===== src/rtl/sdram_arbiter.sv =====
// sdram_arbiter: three-port arbiter in front of the SDRAM controller command port.
// Optional SDRAM_ARB_STATS_EN adds grant/stall counters and a stats clear input.
module sdram_arbiter #(
    parameter int ADDR_W      = 24,
    parameter int DATA_W      = 32,
    parameter int MAX_VID_RUN = 4
) (
    input  logic                    clk,
    input  logic                    reset_n_i,
    input  logic [2:0]              req_i,
    input  logic [2:0]              we_i,
    input  logic [3*ADDR_W-1:0]     addr_i,
    input  logic [3*DATA_W-1:0]     wdata_i,
    input  logic [3*DATA_W/8-1:0]   wmask_i,
    output logic [2:0]              ack_o,
    output logic [2:0]              rvalid_o,
    output logic [DATA_W-1:0]       rdata_o,
`ifdef SDRAM_ARB_STATS_EN
    input  logic                    stats_clr_i,
    output logic [47:0]             grant_cnt_o,
    output logic [15:0]             stall_cnt_o,
`endif
    output logic                    mem_req_o,
    output logic                    mem_we_o,
    output logic [ADDR_W-1:0]       mem_addr_o,
    output logic [DATA_W-1:0]       mem_wdata_o,
    output logic [DATA_W/8-1:0]     mem_wmask_o,
    input  logic                    mem_ack_i,
    input  logic                    mem_rvalid_i,
    input  logic [DATA_W-1:0]       mem_rdata_i
);

    localparam int MW = DATA_W / 8;
    localparam int RW = $clog2(MAX_VID_RUN + 1);
    localparam logic [RW-1:0] RUN_MAX = RW'(MAX_VID_RUN);

    localparam logic [1:0] S_IDLE  = 2'd0;
    localparam logic [1:0] S_ISSUE = 2'd1;
    localparam logic [1:0] S_WAIT  = 2'd2;

    logic [1:0]        state_q, state_d;
    logic [1:0]        owner_q, owner_d;
    logic              rr_q, rr_d;
    logic [RW-1:0]     vid_run_q, vid_run_d;
    logic              we_q, we_d;
    logic [ADDR_W-1:0] addr_q, addr_d;
    logic [DATA_W-1:0] wdata_q, wdata_d;
    logic [MW-1:0]     wmask_q, wmask_d;

    logic [ADDR_W-1:0] addr_a  [3];
    logic [DATA_W-1:0] wdata_a [3];
    logic [MW-1:0]     wmask_a [3];

    logic       other;
    logic       vid_ok;
    logic [2:0] gnt;
    logic [1:0] gnt_idx;
    logic [2:0] own_oh;

    always_comb begin
        for (int p = 0; p < 3; p++) begin
            addr_a[p]  = addr_i[p*ADDR_W +: ADDR_W];
            wdata_a[p] = wdata_i[p*DATA_W +: DATA_W];
            wmask_a[p] = wmask_i[p*MW +: MW];
        end
    end

    // Video loses only when its run is exhausted and someone else waits.
    always_comb begin
        other  = req_i[1] | req_i[2];
        vid_ok = req_i[0] && !(vid_run_q == RUN_MAX && other);
        gnt    = 3'b000;
        if (state_q == S_IDLE) begin
            if (vid_ok)
                gnt = 3'b001;
            else if (req_i[1] && req_i[2])
                gnt = rr_q ? 3'b100 : 3'b010;
            else if (req_i[1])
                gnt = 3'b010;
            else if (req_i[2])
                gnt = 3'b100;
        end
    end

    always_comb begin
        gnt_idx = 2'd0;
        unique case (1'b1)
            gnt[1]:  gnt_idx = 2'd1;
            gnt[2]:  gnt_idx = 2'd2;
            default: gnt_idx = 2'd0;
        endcase
    end

    always_comb begin
        state_d   = state_q;
        owner_d   = owner_q;
        rr_d      = rr_q;
        vid_run_d = vid_run_q;
        we_d      = we_q;
        addr_d    = addr_q;
        wdata_d   = wdata_q;
        wmask_d   = wmask_q;
        case (state_q)
            S_IDLE: begin
                if (|gnt) begin
                    state_d = S_ISSUE;
                    owner_d = gnt_idx;
                    we_d    = we_i[gnt_idx];
                    addr_d  = addr_a[gnt_idx];
                    wdata_d = wdata_a[gnt_idx];
                    wmask_d = wmask_a[gnt_idx];
                    if (gnt[0]) begin
                        if (!other)
                            vid_run_d = '0;
                        else if (vid_run_q != RUN_MAX)
                            vid_run_d = vid_run_q + RW'(1);
                    end else begin
                        vid_run_d = '0;
                        rr_d      = gnt[1];
                    end
                end
            end
            S_ISSUE: begin
                if (mem_ack_i)
                    state_d = we_q ? S_IDLE : S_WAIT;
            end
            S_WAIT: begin
                if (mem_rvalid_i)
                    state_d = S_IDLE;
            end
            default: state_d = S_IDLE;
        endcase
    end

    always_ff @(posedge clk or negedge reset_n_i) begin
        if (!reset_n_i) begin
            state_q   <= S_IDLE;
            owner_q   <= 2'd0;
            rr_q      <= 1'b0;
            vid_run_q <= '0;
            we_q      <= 1'b0;
            addr_q    <= '0;
            wdata_q   <= '0;
            wmask_q   <= '0;
        end else begin
            state_q   <= state_d;
            owner_q   <= owner_d;
            rr_q      <= rr_d;
            vid_run_q <= vid_run_d;
            we_q      <= we_d;
            addr_q    <= addr_d;
            wdata_q   <= wdata_d;
            wmask_q   <= wmask_d;
        end
    end

    assign own_oh      = 3'b001 << owner_q;
    assign mem_req_o   = (state_q == S_ISSUE);
    assign mem_we_o    = we_q;
    assign mem_addr_o  = addr_q;
    assign mem_wdata_o = wdata_q;
    assign mem_wmask_o = wmask_q;
    assign ack_o       = (state_q == S_ISSUE && mem_ack_i) ? own_oh : 3'b000;
    assign rvalid_o    = (state_q == S_WAIT && mem_rvalid_i) ? own_oh : 3'b000;
    assign rdata_o     = (state_q == S_WAIT && mem_rvalid_i) ? mem_rdata_i : '0;

`ifdef SDRAM_ARB_STATS_EN
    logic [15:0] gcnt_q [3];
    logic [15:0] stall_q;
    logic        stall;

    assign stall = |(req_i & ~gnt);

    always_ff @(posedge clk or negedge reset_n_i) begin
        if (!reset_n_i) begin
            for (int p = 0; p < 3; p++) gcnt_q[p] <= 16'd0;
            stall_q <= 16'd0;
        end else if (stats_clr_i) begin
            for (int p = 0; p < 3; p++) gcnt_q[p] <= 16'd0;
            stall_q <= 16'd0;
        end else begin
            for (int p = 0; p < 3; p++)
                if (gnt[p] && gcnt_q[p] != 16'hFFFF)
                    gcnt_q[p] <= gcnt_q[p] + 16'd1;
            if (stall && stall_q != 16'hFFFF)
                stall_q <= stall_q + 16'd1;
        end
    end

    assign grant_cnt_o = {gcnt_q[2], gcnt_q[1], gcnt_q[0]};
    assign stall_cnt_o = stall_q;
`endif

endmodule


===== config.mk =====
export PLATFORM = sky130hd
export DESIGN_NAME = sdram_arbiter
export DESIGN_NICKNAME = d
export VERILOG_FILES = /design/src/rtl/sdram_arbiter.sv
export SDC_FILE = /design/constraint.sdc
export NUM_CORES = 1
export LEC_CHECK = 0
export CORE_AREA = 3 3 124 126
export DETAILED_ROUTE_END_ITERATION = 16
export DIE_AREA = 0 0 127 129
export DONT_BUFFER_PORTS = 1
export HOLD_SLACK_MARGIN = 0.1
export PLACE_DENSITY_LB_ADDON = 0.08
export SETUP_SLACK_MARGIN = 0.4
export SYNTH_ARGS = -nofsm -noshare
export SYNTH_HDL_FRONTEND = slang
export SYNTH_SLANG_ARGS = --single-unit
export TNS_END_PERCENT = 30

===== constraint.sdc =====
create_clock -name clk -period 2.2 [get_ports clk]
set_clock_uncertainty 0.05 [all_clocks]
set_input_delay 0.44 -clock clk [delete_from_list [all_inputs] [get_ports clk]]
set_output_delay 0.44 -clock clk [all_outputs]
set_load 0.05 [all_outputs]

==> flow_summary.json, run 1 <==
{
  "layout-drive-gt1-share_pct": 27.49,
  "fp.dieW_um": 127,
  "syn_avg_cell_area_um2": 9.541,
  "ant_nets": 0,
  "antenna_found_initial": 0,
  "slew_violations": 0,
  "clockBufferDepth": 2,
  "die_h_um": 129,
  "ys_seq_elements": 69,
  "vias_per_cell": 5.556,
  "min_period_over_period_pct": 91.99,
  "cp_data_arrival_time_ns": 1.53,
  "route.met3.wl_um": 1132,
  "route.detailed.drc": 0,
  "yosysMostFrequentCell": "dfrtp_1",
  "cts-root-buf": "clkbuf_16",
  "path_max_fanout": 32,
  "max_slew_margin_pct": 60.70,
  "via_count": 3528,
  "worstSetupStartpoint": "state_q[0]$_DFFE_PN0P_",
  "async_reset_ff_share_pct": 100.0,
  "finalWirelength_um": 13830,
  "cp-end-kind": "output port",
  "synth_cells": 441,
  "cts.clk_slew.worst_paths_ns": 0.06,
  "synth_top_area_cell": "dfrtp_1",
  "regArea_um2": 1730,
  "multi_input_area_um2": 2280,
  "final-setup-viol-count": 0,
  "wl_met1_um": 5535,
  "syn-cell-area_um2": 4208,
  "hpwl_um": 10440,
  "netlist_top_cells_count": "dfrtp_1, nand2_1, o32ai_1",
  "tightest_slew_ns": 0.5895,
  "drt-pass1-iter-count": 4,
  "finalSetupTns_ns": 0,
  "ios": 322,
  "synthTopCellsByArea": "dfrtp_1, o32ai_1, o2bb2ai_1",
  "row_count": 44,
  "grt_overflow": 0,
  "required_ns": 1.71,
  "fin_crit_ns": 2.024,
  "start_util_pct": 29.17,
  "crit_top_cell": "buf_12",
  "max_cap_violations": 0,
  "status": "finished, violations left",
  "hp-class": "in -> async",
  "ys_types": 36,
  "cts-buffers-inserted": 9,
  "antenna_cells": 0,
  "timing.rr.end": "mem_addr_o[10]$_DFFE_PN0P_",
  "ir_worst_vdd_mv": 0.6382,
  "synth_seq_area_share_pct": 41.03,
  "synth_ff_type": "dfrtp_1",
  "fin_area_um2": 5335,
  "grt_max_degree": 70,
  "nets": 670,
  "path_class": "reg -> out",
  "r2r-start": "state_q[1]$_DFFE_PN0P_",
  "start_kind": "flip-flop",
  "place_congestion": 0.7484,
  "power_density_nw_per_um2": 1699,
  "fillers": 1426,
  "drt_iter0_markers": 163,
  "place_area_um2": 4942,
  "fmax_ghz": 0.4941,
  "hold_viol_final": 69,
  "io_buffers": 0,
  "area_growth_syn_to_layout_pct": 26.79,
  "grt_pass1_wl_um": 20320,
  "synth_edf_count": 0,
  "core-area_um2": 14420,
  "cp_cell_sequence": "nand2b_4 -> nor2_2 -> buf_12 -> and2_1 -> buf_12",
  "yosysTopAreaCellShare_pct": 41.03,
  "violations": "negative hold slack",
  "r2r_cells": 6,
  "htreeDepth": 3,
  "holdWs_ns": -0.2540,
  "wire_per_inst_um": 21.78,
  "grt_pass1_vias": 3525,
  "syn_nets": 665,
  "rsz0062_at_grt": "yes",
  "clock_latency_ns": 0.34,
  "wl_met2_um": 6911,
  "crit_slowest_cell": "dfrtp_2",
  "cts_tree": "yes",
  "reg2reg_slack_ns": 0.39,
  "p_leak_uw": 0.001997,
  "yosysWarnings": 0,
  "cts_sinks": 69,
  "slowest_delay_ns": 0.40,
  "top_layer_used": "met4",
  "grt.total_usage_pct": 16.06,
  "dieArea_um2": 16380
}
## how the worst max path moves through the flow
stage                  end  slack, ns  cells past startpoint
5_1_grt        rdata_o[25]       0.09                      5
3_3_place_gp   rdata_o[25]       0.37                      5
3_5_place_dp   rdata_o[25]       0.35                      5
2_1_floorplan     ack_o[1]       0.30                      4
6_report       rdata_o[25]       0.18                      5
4_1_cts        rvalid_o[1]       0.16                      4
## power breakdown
part	leakage (uW)	switching (uW)	internal, uW
Combinational	0.000994	1810	1250
Sequential	0.000841	2540	1870
Clock	0.000163	542	1050
## per-layer routing
metal,GRT usage (%),vias to the layer above
met4,5.300,0
met3,4.898,17
met1,20.03,1628
met5,0,-
met2,26.65,190
li1,-,1693
## metrics by stage
stage / power (uW) / instances / util (%) / setup slack [ns]
finish: 9065 / 635 / 36.99 / 0.1762
floorplan: 6657 / 441 / - / 0.2954
global placement: 7430 / 613 / 34.26 / 0.3723
global route: 9643 / 635 / 36.99 / 0.09361
detailed placement: 7502 / 613 / 34.26 / 0.3459
CTS: 9165 / 631 / 36.77 / 0.1592
## cell families (layout without fill, tap and decap cells)
logic type,Yosys count,after routing,synth area share (%)
AOI/OAI and AO/OA,198,198,36.34
and+or+nand+nor,115,115,13.47
adders and majority gates,2,2,0.5946
DFF,69,69,41.03
buffers and inverters,57,67,8.564
## cells in the final DEF (no fill, tap or decap), drive strengths merged, types with 2 or more instances in the layout
cell     synthesis  routed
a21boi           2       2
nor3             3       3
ha               2       2
nand2           64      64
bufinv           0       2
and2            32      32
o21ai           65      65
o32ai           62      62
a22o             2       2
dfrtp           69      69
inv              7       6
buf             25      44
clkbuf          25      12
nand2b           4       4
o2bb2ai         61      61
nor3b            2       2
clkinv           0       2
nor2             6       6
## critical path: cells and delay by family, from the launching register on
kind / cells / cell delay [ns]
simple gates: 3 / 0.47
flops: 1 / 0.40
buf+inv: 2 / 0.32
## flip-flops by register name (all words and copies together) (netlist names)
signal / cells
mem_wdata_o: 32
mem_addr_o: 24
mem_wmask_o: 4
vid_run_q: 3
owner_q: 2
state_q: 2
mem_we_o: 1
rr_q: 1
## cell type report
type | instances | area share, %
Inverter | 7 | 0.5629
Clock inverter | 4 | 1.313
Tap cell | 184 | 4.315
Sequential cell | 69 | 32.43
Clock buffer | 12 | 4.808
Multi-Input combinational cell | 315 | 42.73
Timing Repair Buffer | 44 | 13.84
## what timing repair did
item                                    in CTS  in global routing
cloned                                       0                  0
endpoints found under the setup margin      38                101
pin swaps                                    3                  5
setup buffers                                2                  4
gates resized for setup                      6                  1
endpoints found under the hold margin       69                 69
Note: power is estimated with default switching activity, not from simulation.
==> run 2: changes to the inputs <==
--- a/config.mk
+++ b/config.mk
@@ -5,11 +5,10 @@
 export SDC_FILE = /design/constraint.sdc
 export NUM_CORES = 1
 export LEC_CHECK = 0
-export CORE_AREA = 3 3 124 126
+export CORE_AREA = 3 3 123 125
 export DETAILED_ROUTE_END_ITERATION = 16
-export DIE_AREA = 0 0 127 129
-export DONT_BUFFER_PORTS = 1
-export HOLD_SLACK_MARGIN = 0.1
+export DIE_AREA = 0 0 126 128
+export HOLD_SLACK_MARGIN = 0.02
 export PLACE_DENSITY_LB_ADDON = 0.08
 export SETUP_SLACK_MARGIN = 0.4
 export SYNTH_ARGS = -nofsm -noshare
==> flow_summary.json, run 2 (same netlist as run 1, synthesis figures left out) <==
{
  "status": "finished clean",
  "multi_input_area_um2": 2331,
  "ios": 322,
  "setup_slack_ns": 0.1166,
  "hold_viol_final": 0,
  "required_ns": 1.71,
  "ir_worst_vdd_mv": 0.5131,
  "max_slew_margin_pct": 63.03,
  "ant_nets": 0,
  "layout-drive-gt1-share_pct": 21.18,
  "row_count": 43,
  "fp.dieW_um": 126,
  "min_period_over_period_pct": 94.70,
  "drt-pass1-iter-count": 4,
  "path_max_fanout": 8,
  "holdBufCountCts": 0,
  "grt_pass1_vias": 4939,
  "p_leak_uw": 0.003523,
  "path_class": "reg -> out",
  "nets": 984,
  "hp-class": "in -> async",
  "mostFrequentLayoutCell": "clkdlybuf4s50_1",
  "tightest_slew_ns": 0.5528,
  "antenna_found_initial": 2,
  "area_growth_syn_to_layout_pct": 108.4,
  "cts_tree": "yes",
  "place_congestion": 0.8231,
  "cts_sinks": 69,
  "start_kind": "flip-flop",
  "reg2reg_slack_ns": 0.49,
  "largest_reg_flops": 32,
  "via_count": 4719,
  "cts-root-buf": "clkbuf_16",
  "vias_per_cell": 4.983,
  "grt_pass1_wl_um": 26750,
  "holdWs_ns": 0.01444,
  "rsz0062_at_grt": "yes",
  "drt_iter0_markers": 146,
  "regArea_um2": 1730,
  "finalWirelength_um": 17620,
  "grt_overflow": 0,
  "grt_max_degree": 47,
  "route.detailed.drc": 0,
  "final-setup-viol-count": 0,
  "max_cap_violations": 0,
  "slew_violations": 0,
  "cts.clk_slew.worst_paths_ns": 0.06,
  "cp_data_arrival_time_ns": 1.59,
  "fmax_ghz": 0.4800,
  "grt.total_usage_pct": 20.71,
  "wire_per_inst_um": 18.61,
  "core-area_um2": 13990,
  "fin_crit_ns": 2.083,
  "start_util_pct": 30.08,
  "io_buffers": 321,
  "clock_latency_ns": 0.32,
  "cts-buffers-inserted": 9,
  "postLayoutCoreUtil_pct": 62.67,
  "final_cell_mix": "clkdlybuf4s50_1, dfrtp_1, nand2_1, o32ai_1, o2bb2ai_1",
  "hpwl_um": 13610,
  "htreeDepth": 3,
  "dieArea_um2": 16130,
  "power_density_nw_per_um2": 1246,
  "die_h_um": 128,
  "fillers": 1158,
  "place_ws_ns": -0.04529,
  "cp-end-kind": "output port",
  "clockBufferDepth": 2
}
==> run 2: cell count changes in the layout (fill, tap and decap cells not counted), sizes merged, moves of 13 or more <==
cell | before | now
clkdlybuf4s50 | 0 | 254
buf | 44 | 77
dlygate4sd2 | 0 | 14
dlymetal6s2s | 0 | 13
==> run 2: final timing paths <==
| check | start | endpoint | depth (start not counted) |
|---|---|---|---|
| max in group asynchronous | reset_n_i | owner_q[1]$_DFFE_PN0P_ | 2 |
| setup reg to reg | vid_run_q[0]$_DFFE_PN0P_ | mem_addr_o[19]$_DFFE_PN0P_ | 7 |
| min in group clk | mem_rvalid_i | state_q[1]$_DFFE_PN0P_ | 2 |
| hold reg to reg | mem_wdata_o[6]$_DFFE_PN0P_ | mem_wdata_o[6]$_DFFE_PN0P_ | 2 |
| hold / removal | reset_n_i | mem_wdata_o[11]$_DFFE_PN0P_ | 1 |
| setup / recovery | state_q[0]$_DFFE_PN0P_ | rdata_o[26] | 6 |
==> run 2: final cells by class <==
cell class,instances,share of cell area [%]
antenna,2,0.05709
clock buffer,10,2.726
clock inverter,6,0.7849
inverter,7,0.3425
multi-input combinational,315,26.59
sequential,69,19.74
tap,180,2.569
timing repair buffer,358,47.20
==> run 2: report_power, final <==
group          internal, uW  switching (uW)  total, uW
Clock                   917             566       1480
Sequential             1910             365       2280
Combinational          2800            4370       7160
Total                  5630            5300      10900
==> run 2: critical path, cell delays in order (launching register included) <==
cell      delay, ns
dfrtp_2        0.40
nand2b_4       0.16
nor2_4         0.17
buf_12         0.14
buf_12         0.12
and2_4         0.15
buf_12         0.13
==> run 2: per-layer routing <==
| metal | vias to the layer above | GRT usage [%] | routed length [um] | share of wire, % |
|---|---|---|---|---|
| li1 | 2328 | - | - | - |
| met1 | 2195 | 24.88 | 7053 | 40 |
| met2 | 179 | 36.40 | 9019 | 51 |
| met3 | 17 | 6.125 | 1299 | 7.4 |
| met4 | 0 | 5.300 | 250 | 1.4 |
| met5 | - | 0 | 0 | 0 |
==> run 2: stage by stage <==
stage | total power (uW) | instances | TNS (ns) | instance area (um^2)
after floorplan | 6657 | 441 | 0 | 4328
after global placement | 9267 | 915 | 0 | 8175
after detailed placement | 9352 | 915 | -0.6994 | 8175
after CTS | 10990 | 941 | 0 | 8677
after global routing | 11550 | 947 | 0 | 8767
final | 10920 | 947 | 0 | 8767
==> run 2: what timing repair did <==
action	4_1_cts	5_1_grt
cloned	3	1
pin swaps	21	17
resized for setup	49	20
setup endpoints to repair	161	153
buffers inserted	7	3
